--- src/rtl/lfsr_fib168pi.sv ---
// lfsr_fib168pi: serial pseudo-random bit source, 28-bit Fibonacci LFSR (x^28 + x^25 + 1) with parallel seed load.
// Latency: r is the register MSB, so the seed MSB appears right after the reset edge; one step per clock.
// Backpressure: none; free-running source that advances on every clock edge without reset.
//
// Ports:
//   clk    - single clock, all state changes on the rising edge
//   reset  - synchronous, active-high; loads the seed (priority over shifting)
//   seed   - WIDTH-bit parallel seed, sampled only on an edge with reset=1
//   r      - serial output bit, taken straight from the register MSB
//
// Optional build macro: LFSR_LOCKUP_GUARD_EN
//   When defined, an all-zero seed loads 1 instead. An all-zero state seen
//   with reset=0 (e.g. after an upset) is also replaced by 1 on the next edge.
//   Non-zero seeds behave identically in both builds.

module lfsr_fib168pi #(
    parameter int WIDTH = 28,
    parameter int TAP   = 25
) (
    input  logic             clk,
    input  logic             reset,
    input  logic [WIDTH-1:0] seed,
    output logic             r
);

    // State register; no power-on value, it is defined only once reset is seen.
    logic [WIDTH-1:0] r_q;

    logic             w_fb;
    logic [WIDTH-1:0] w_shift;
    logic [WIDTH-1:0] w_load;
    logic [WIDTH-1:0] w_next;

    // Feedback from the two taps; the first tap is always the MSB.
    assign w_fb    = r_q[WIDTH-1] ^ r_q[TAP-1];
    assign w_shift = {r_q[WIDTH-2:0], w_fb};

`ifdef LFSR_LOCKUP_GUARD_EN
    localparam logic [WIDTH-1:0] ONE_STATE = {{(WIDTH-1){1'b0}}, 1'b1};

    // Zero is the lock-up state of this polynomial, so it is never loaded
    // and never kept: both paths are redirected to state 1.
    assign w_load = (seed == '0) ? ONE_STATE : seed;
    assign w_next = (r_q  == '0) ? ONE_STATE : w_shift;
`else
    assign w_load = seed;
    assign w_next = w_shift;
`endif

    always_ff @(posedge clk) begin
        if (reset) begin
            r_q <= w_load;
        end else begin
            r_q <= w_next;
        end
    end

    // Output comes directly from the register; no logic after the flop.
    assign r = r_q[WIDTH-1];

endmodule

--- config.mk ---
export PLATFORM = sky130hd
export DESIGN_NAME = lfsr_fib168pi
export DESIGN_NICKNAME = d
export VERILOG_FILES = /design/src/rtl/lfsr_fib168pi.sv
export SDC_FILE = /design/constraint.sdc
export NUM_CORES = 1
export LEC_CHECK = 0
export CAP_MARGIN = 20
export CORE_UTILIZATION = 45
export DETAILED_ROUTE_END_ITERATION = 16
export PLACE_DENSITY_LB_ADDON = 0.08
export SLEW_MARGIN = 40
export SYNTH_ARGS = -nofsm -noshare
export SYNTH_HDL_FRONTEND = slang
export SYNTH_SLANG_ARGS = --single-unit
--- constraint.sdc ---
create_clock -name clk -period 2.7 [get_ports clk]
set_input_delay 0.81 -clock clk [delete_from_list [all_inputs] [get_ports clk]]
set_output_delay 0.81 -clock clk [all_outputs]
set_load 0.02 [all_outputs]
==> results by group, run 1 <==
CTS
  – CTS Buffer Depth: 2
  – # hold bufs at CTS: 0
  – Clock sinks: 28
  – Clk slew on worst S/H paths: 0.14 ns
  – CTS Buf Count: 3
  – CTS resizes: 0
  – Clk_lat worst skew: 0.32 ns
  – CTS tree: done
  – CTS HTree Levels: 1
  – Postcts setup bufs: 0
  – Root buf cell: clkbuf_4

Floorplanning
  – Core area: slightly below 2000 um^2
  – Die Wd: 47.70 um
  – Die ar.: 2275 um^2
  – Die Ht: 47.70 um
  – I/O pins: 31
  – Initial core utilization: 0.4790
  – Placement Rows: 16

Synthesis
  – Top post-synthesis cells by count: dfxtp_1, mux2_2, mux2_4
  – Top cell type's share of synthesized area: 0.5965
  – Mapped Avg Cell Area: 15.40 um^2
  – Synth area leaders: dfxtp_1, mux2_2, mux2_4
  – Synth Instances: 61
  – #FFs+latches synth: 28
  – Most common cell in the synthesized netlist: dfxtp_1
  – Netlist Area Pre-Place: 939.7 um^2
  – Synth cell types: 8
  – Main flop type after synthesis: dfxtp_1
  – Post-synth net total: 91
  – Ys async rst share: 0
  – Area leader, netlist: dfxtp_1
  – Sequential area share after synthesis: 0.5965
  – Post-synth EDFFs: 0
  – Yosys warns: 0

STA
  – Final worst setup slack: 0.5945 ns
  – Max-slew violations: 0
  – Post-route minimum period: roughly 2.1 ns
  – Max Clk Rate: approximately 470 MHz
  – Max_slew headroom: 0.7481
  – Final hold violations: 0
  – Setup TNS: 0 ns
  – Final setup violation count: 0
  – Final period util: 0.7798
  – Clk_skew: 0.006452 ns
  – Measured slew at the worst slew-check pin: 0.3778 ns
  – Worst hold slack: 0.4697 ns
  – RSZ-0062 raised after global routing: false

Setup path
  – CP arrival: between 1 and 1.5 ns
  – CP Launch Type: flip-flop
  – WS Path Type: flip-flop to primary output
  – Worst path top cell family by delay: buffers and inverters
  – Crit path buf inv count: 1
  – CP Max Fanout: 2
  – CP Cell Sequence: clkdlybuf4s50_1
  – Worst setup EP type: primary output
  – Critical path's slowest cell: clkdlybuf4s50_1
  – Worst Path Required: 1.89 ns
  – Largest stage delay, worst path: 0.61 ns

Placement
  – Pre-CTS setup slack: 0.5701 ns
  – DP Wirelength: between 800 and 900 um
  – Gp weighted congestion: 0.5952
  – IO buf count: 30
  – Placed Cells incl. Taps: 116

Global route
  – Vias in the first global route: approximately 450
  – Pin count of the biggest net entering global routing: 30
  – First-pass GRT wire length: slightly below 2 mm
  – Initial antenna violation count: 0
  – Total grt overflow: 0
  – GRT Overall Usage: 0.1318

Final layout
  – ANT cells: 0
  – Area grow syn2layout: 37.28%
  – Ratio of cells with drive above 1 in the final layout: 0.3441
  – Post-Layout Cell Count: 120
  – Max reg flops: 28
  – Top Registers: r_q (28)
  – Top reg by flops: r_q
  – Fin nets: 124

Routing
  – Detailed-route wire length per cell: 10.84 um
  – Vias per cell: 4.467
  – Final wirelength: 1.301 mm
  – First-pass DRT Iterations: 9
  – Detail Route Antenna Nets: 0
  – Residual DRC count: 1
  – Initial DRC count: 1
  – DR vias: ~540

Status
  – Status: finished, violations left
  – Failing checks: DRC

Job
  – Max Cap Viol: 0

Power and ir drop
  – Total power draw: 774.8 uW
  – Static leakage: 0.0005255 uW
  – Peak VDD IR: 0.0004419 V
  – Pwr dens: 600.6 nW/um^2

Hold path
  – Min-delay worst type: flip-flop to flip-flop
## cells in the final DEF (no fill, tap or decap), drive strengths merged
cell	n
nand2	1
mux2	27
o21ai	1
xnor2	1
dfxtp	28
clkdlybuf4s50	30
buf	1
clkbuf	4
## stage by stage
step                      utilization  instance area (um^2)
after floorplan                     -                 939.7
after global placement         0.6390                  1254
after detailed placement       0.6390                  1254
after CTS                      0.6575                  1290
after global routing           0.6575                  1290
final                          0.6575                  1290
## layer usage
metal  GRT usage  part of all wire
met5           0                 0
met4      0.1000             0.032
met2      0.1865              0.45
met3     0.04528             0.065
met1      0.1639              0.46
## worst paths after layout
check,to,slack (ns),from,depth (start not counted)
setup / recovery,r,0.59,r_q[27]$_DFF_P_,1
hold / removal,r_q[24]$_DFF_P_,0.47,r_q[23]$_DFF_P_,1
setup reg to reg,r_q[25]$_DFF_P_,2.00,r_q[24]$_DFF_P_,1
hold reg to reg,r_q[24]$_DFF_P_,0.47,r_q[23]$_DFF_P_,1
## where the power goes
part | internal (uW) | switching [uW] | total, uW
sequential | 458 | 12.0 | 470
clock | 82.4 | 112 | 194
combinational | 84.9 | 26.2 | 111
## logic make-up after synthesis
group,share of synthesized area
mux,0.3555
buf+inv,0.02929
compound gates,0.005321
xor+xnor,0.009323
flops,0.5965
simple gates,0.003991
## final cells by class
type / instances / area (um^2)
flip-flops and latches: 28 / 560.5
repair buffers: 31 / 307.8
well taps: 27 / 33.78
clock buffers: 4 / 36.28
fillers: 169 / 671.9
multi-input cells: 30 / 351.6
Power figures use the tool's default switching activity.
==> inputs of run 2 (changes only) <==
- CORE_ASPECT_RATIO: not set -> 0.6
- CORE_UTILIZATION: 45 -> 43
- clock period: 2.7 -> 2.1 ns (I/O delays scaled with it)
==> results by group, run 2 (same netlist as run 1, synthesis figures left out) <==
Setup path
  – WP depth: 1
  – WS Path Type: flip-flop to primary output
  – Worst setup EP type: primary output
  – R2R Setup Slk: 1.36 ns
  – Worst r2r src: r_q[24]$_DFF_P_
  – Worst Path Required: 1.47 ns
  – CP arrival: between 1 and 1.5 ns
  – Worst r2r dst: r_q[0]$_DFF_P_
  – Largest stage delay, worst path: ~0.60 ns
  – Critical Path Sink: r
  – CP Launch Type: flip-flop
  – Crit path buf inv count: 1
  – Setup crit start: r_q[27]$_DFF_P_
  – Critical path's slowest cell: clkdlybuf4s50_1
  – Worst path top cell family by delay: buffers and inverters
  – Worst R2R Path Depth: 2
  – CP Cell Sequence: clkdlybuf4s50_1
  – CP Max Fanout: 2

STA
  – Measured slew at the worst slew-check pin: 0.2091 ns
  – Final setup violation count: 0
  – RSZ-0062 raised after global routing: false
  – Final period util: 0.9103
  – Max_slew headroom: 0.8602
  – Max Clk Rate: 523.1 MHz
  – Max-slew violations: 0
  – Post-route minimum period: roughly 1.9 ns
  – Final hold violations: 0
  – Setup TNS: 0 ns
  – Clk_skew: 0.007267 ns
  – Worst hold slack: between 0.4 and 0.5 ns

Global route
  – Vias in the first global route: 513
  – GR met3 Demand/Resource: 0.05357
  – First-pass GRT wire length: around 2.2 mm
  – Met1 Usage GRT: 0.1507
  – Pin count of the biggest net entering global routing: 30
  – GRT Overall Usage: 0.1271
  – Initial antenna violation count: 0
  – Total grt overflow: 0
  – GRT Max-Usage Layer: met2
  – Met2 Resource Use GR: 0.2170

Floorplanning
  – Die ar.: 2382 um^2
  – Die Ht: 38.21 um
  – Initial core utilization: 0.4814
  – Core area: 1952 um^2
  – Die Wd: 62.35 um
  – I/O pins: 31
  – Placement Rows: 12

Placement
  – IO buf count: 30
  – Cell Area, Placed: 1267 um^2
  – DP Wirelength: 952.5 um
  – Gp weighted congestion: approximately 0.64

Final layout
  – Area grow syn2layout: 38.75%
  – Max reg flops: 28
  – Top Registers: r_q (28)
  – Final Cell Area: roughly 1300 um^2
  – Ratio of cells with drive above 1 in the final layout: 0.3441
  – Commonest non-fill, non-tap cell in the layout: clkdlybuf4s50_1
  – Top reg by flops: r_q
  – Final Util: 0.6679
  – Reg area: roughly 560 um^2
  – Fin nets: about 120
  – Fillers: 162
  – Multi-input gate area: 351.6 um^2
  – ANT cells: 0
  – Commonest non-fill, non-tap cells in the layout: clkdlybuf4s50_1, dfxtp_1, mux2_2

Routing
  – First-pass DRT Iterations: 2
  – Vias per cell: 4.421
  – DR vias: around 540
  – Residual DRC count: 0
  – Detailed-route wire length per cell: 11.25 um
  – Detail Route Antenna Nets: 0
  – Final wirelength: 1.361 mm
  – Initial DRC count: 20

CTS
  – Clk slew on worst S/H paths: 0.14 ns
  – CTS resizes: 0
  – CTS tree: done
  – CTS Buf Count: 3
  – Root buf cell: clkbuf_4
  – # hold bufs at CTS: 0
  – CTS Buffer Depth: 2
  – CTS HTree Levels: 1
  – Clk_lat worst skew: between 0.3 and 0.4 ns
  – Postcts setup bufs: 0
  – Clock sinks: 28

Power and ir drop
  – Peak VDD IR: 0.0005469 V
  – Pwr dens: between 700 and 800 nW/um^2
  – Static leakage: 0.0005301 uW
  – Total power draw: roughly 1000 uW

Job
  – Max Cap Viol: 0

Status
  – Status: finished, final reports clean

Hold path
  – Min-delay worst type: flip-flop to flip-flop
  – Hold path startpoint: r_q[17]$_DFF_P_
-- run 2: cell count changes in the layout (fill, tap and decap cells not counted) --
cell,change
buf_12,+1
buf_4,-1
-- run 2: worst min-delay path by stage --
stage,to,depth (start not counted)
3_5_place_dp,r_q[7]$_DFF_P_,1
3_3_place_gp,r_q[26]$_DFF_P_,1
4_1_cts,r_q[18]$_DFF_P_,1
6_report,r_q[18]$_DFF_P_,1
5_1_grt,r_q[8]$_DFF_P_,1
2_1_floorplan,r_q[1]$_DFF_P_,1
-- run 2: stage by stage --
| step | cells | setup WS (ns) |
|---|---|---|
| floorplan | 61 | 0.7864 |
| global placement | 117 | 0.2681 |
| detailed placement | 117 | 0.2611 |
| CTS | 121 | 0.1655 |
| global route | 121 | 0.1293 |
| finish | 121 | 0.1885 |
-- run 2: routing by layer --
layer / up-vias / routed length, um / share of wire
met5: - / 0 / 0
met4: 0 / 0 / 0
met3: 0 / 85 / 0.062
met2: 18 / 589 / 0.43
met1: 243 / 686 / 0.50
li1: 274 / - / -
-- run 2: report_power, final --
group	switching (uW)	internal (uW)	leakage [uW]
registers	16.7	589	0.000236
logic	33.8	112	0.000273
clock network	145	106	0.0000210
-- run 2: final cells by class --
type	count	share of cell area
multi-input cells	30	0.2697
well taps	28	0.02687
flip-flops and latches	28	0.4299
repair buffers	31	0.2457
clock buffers	4	0.02783
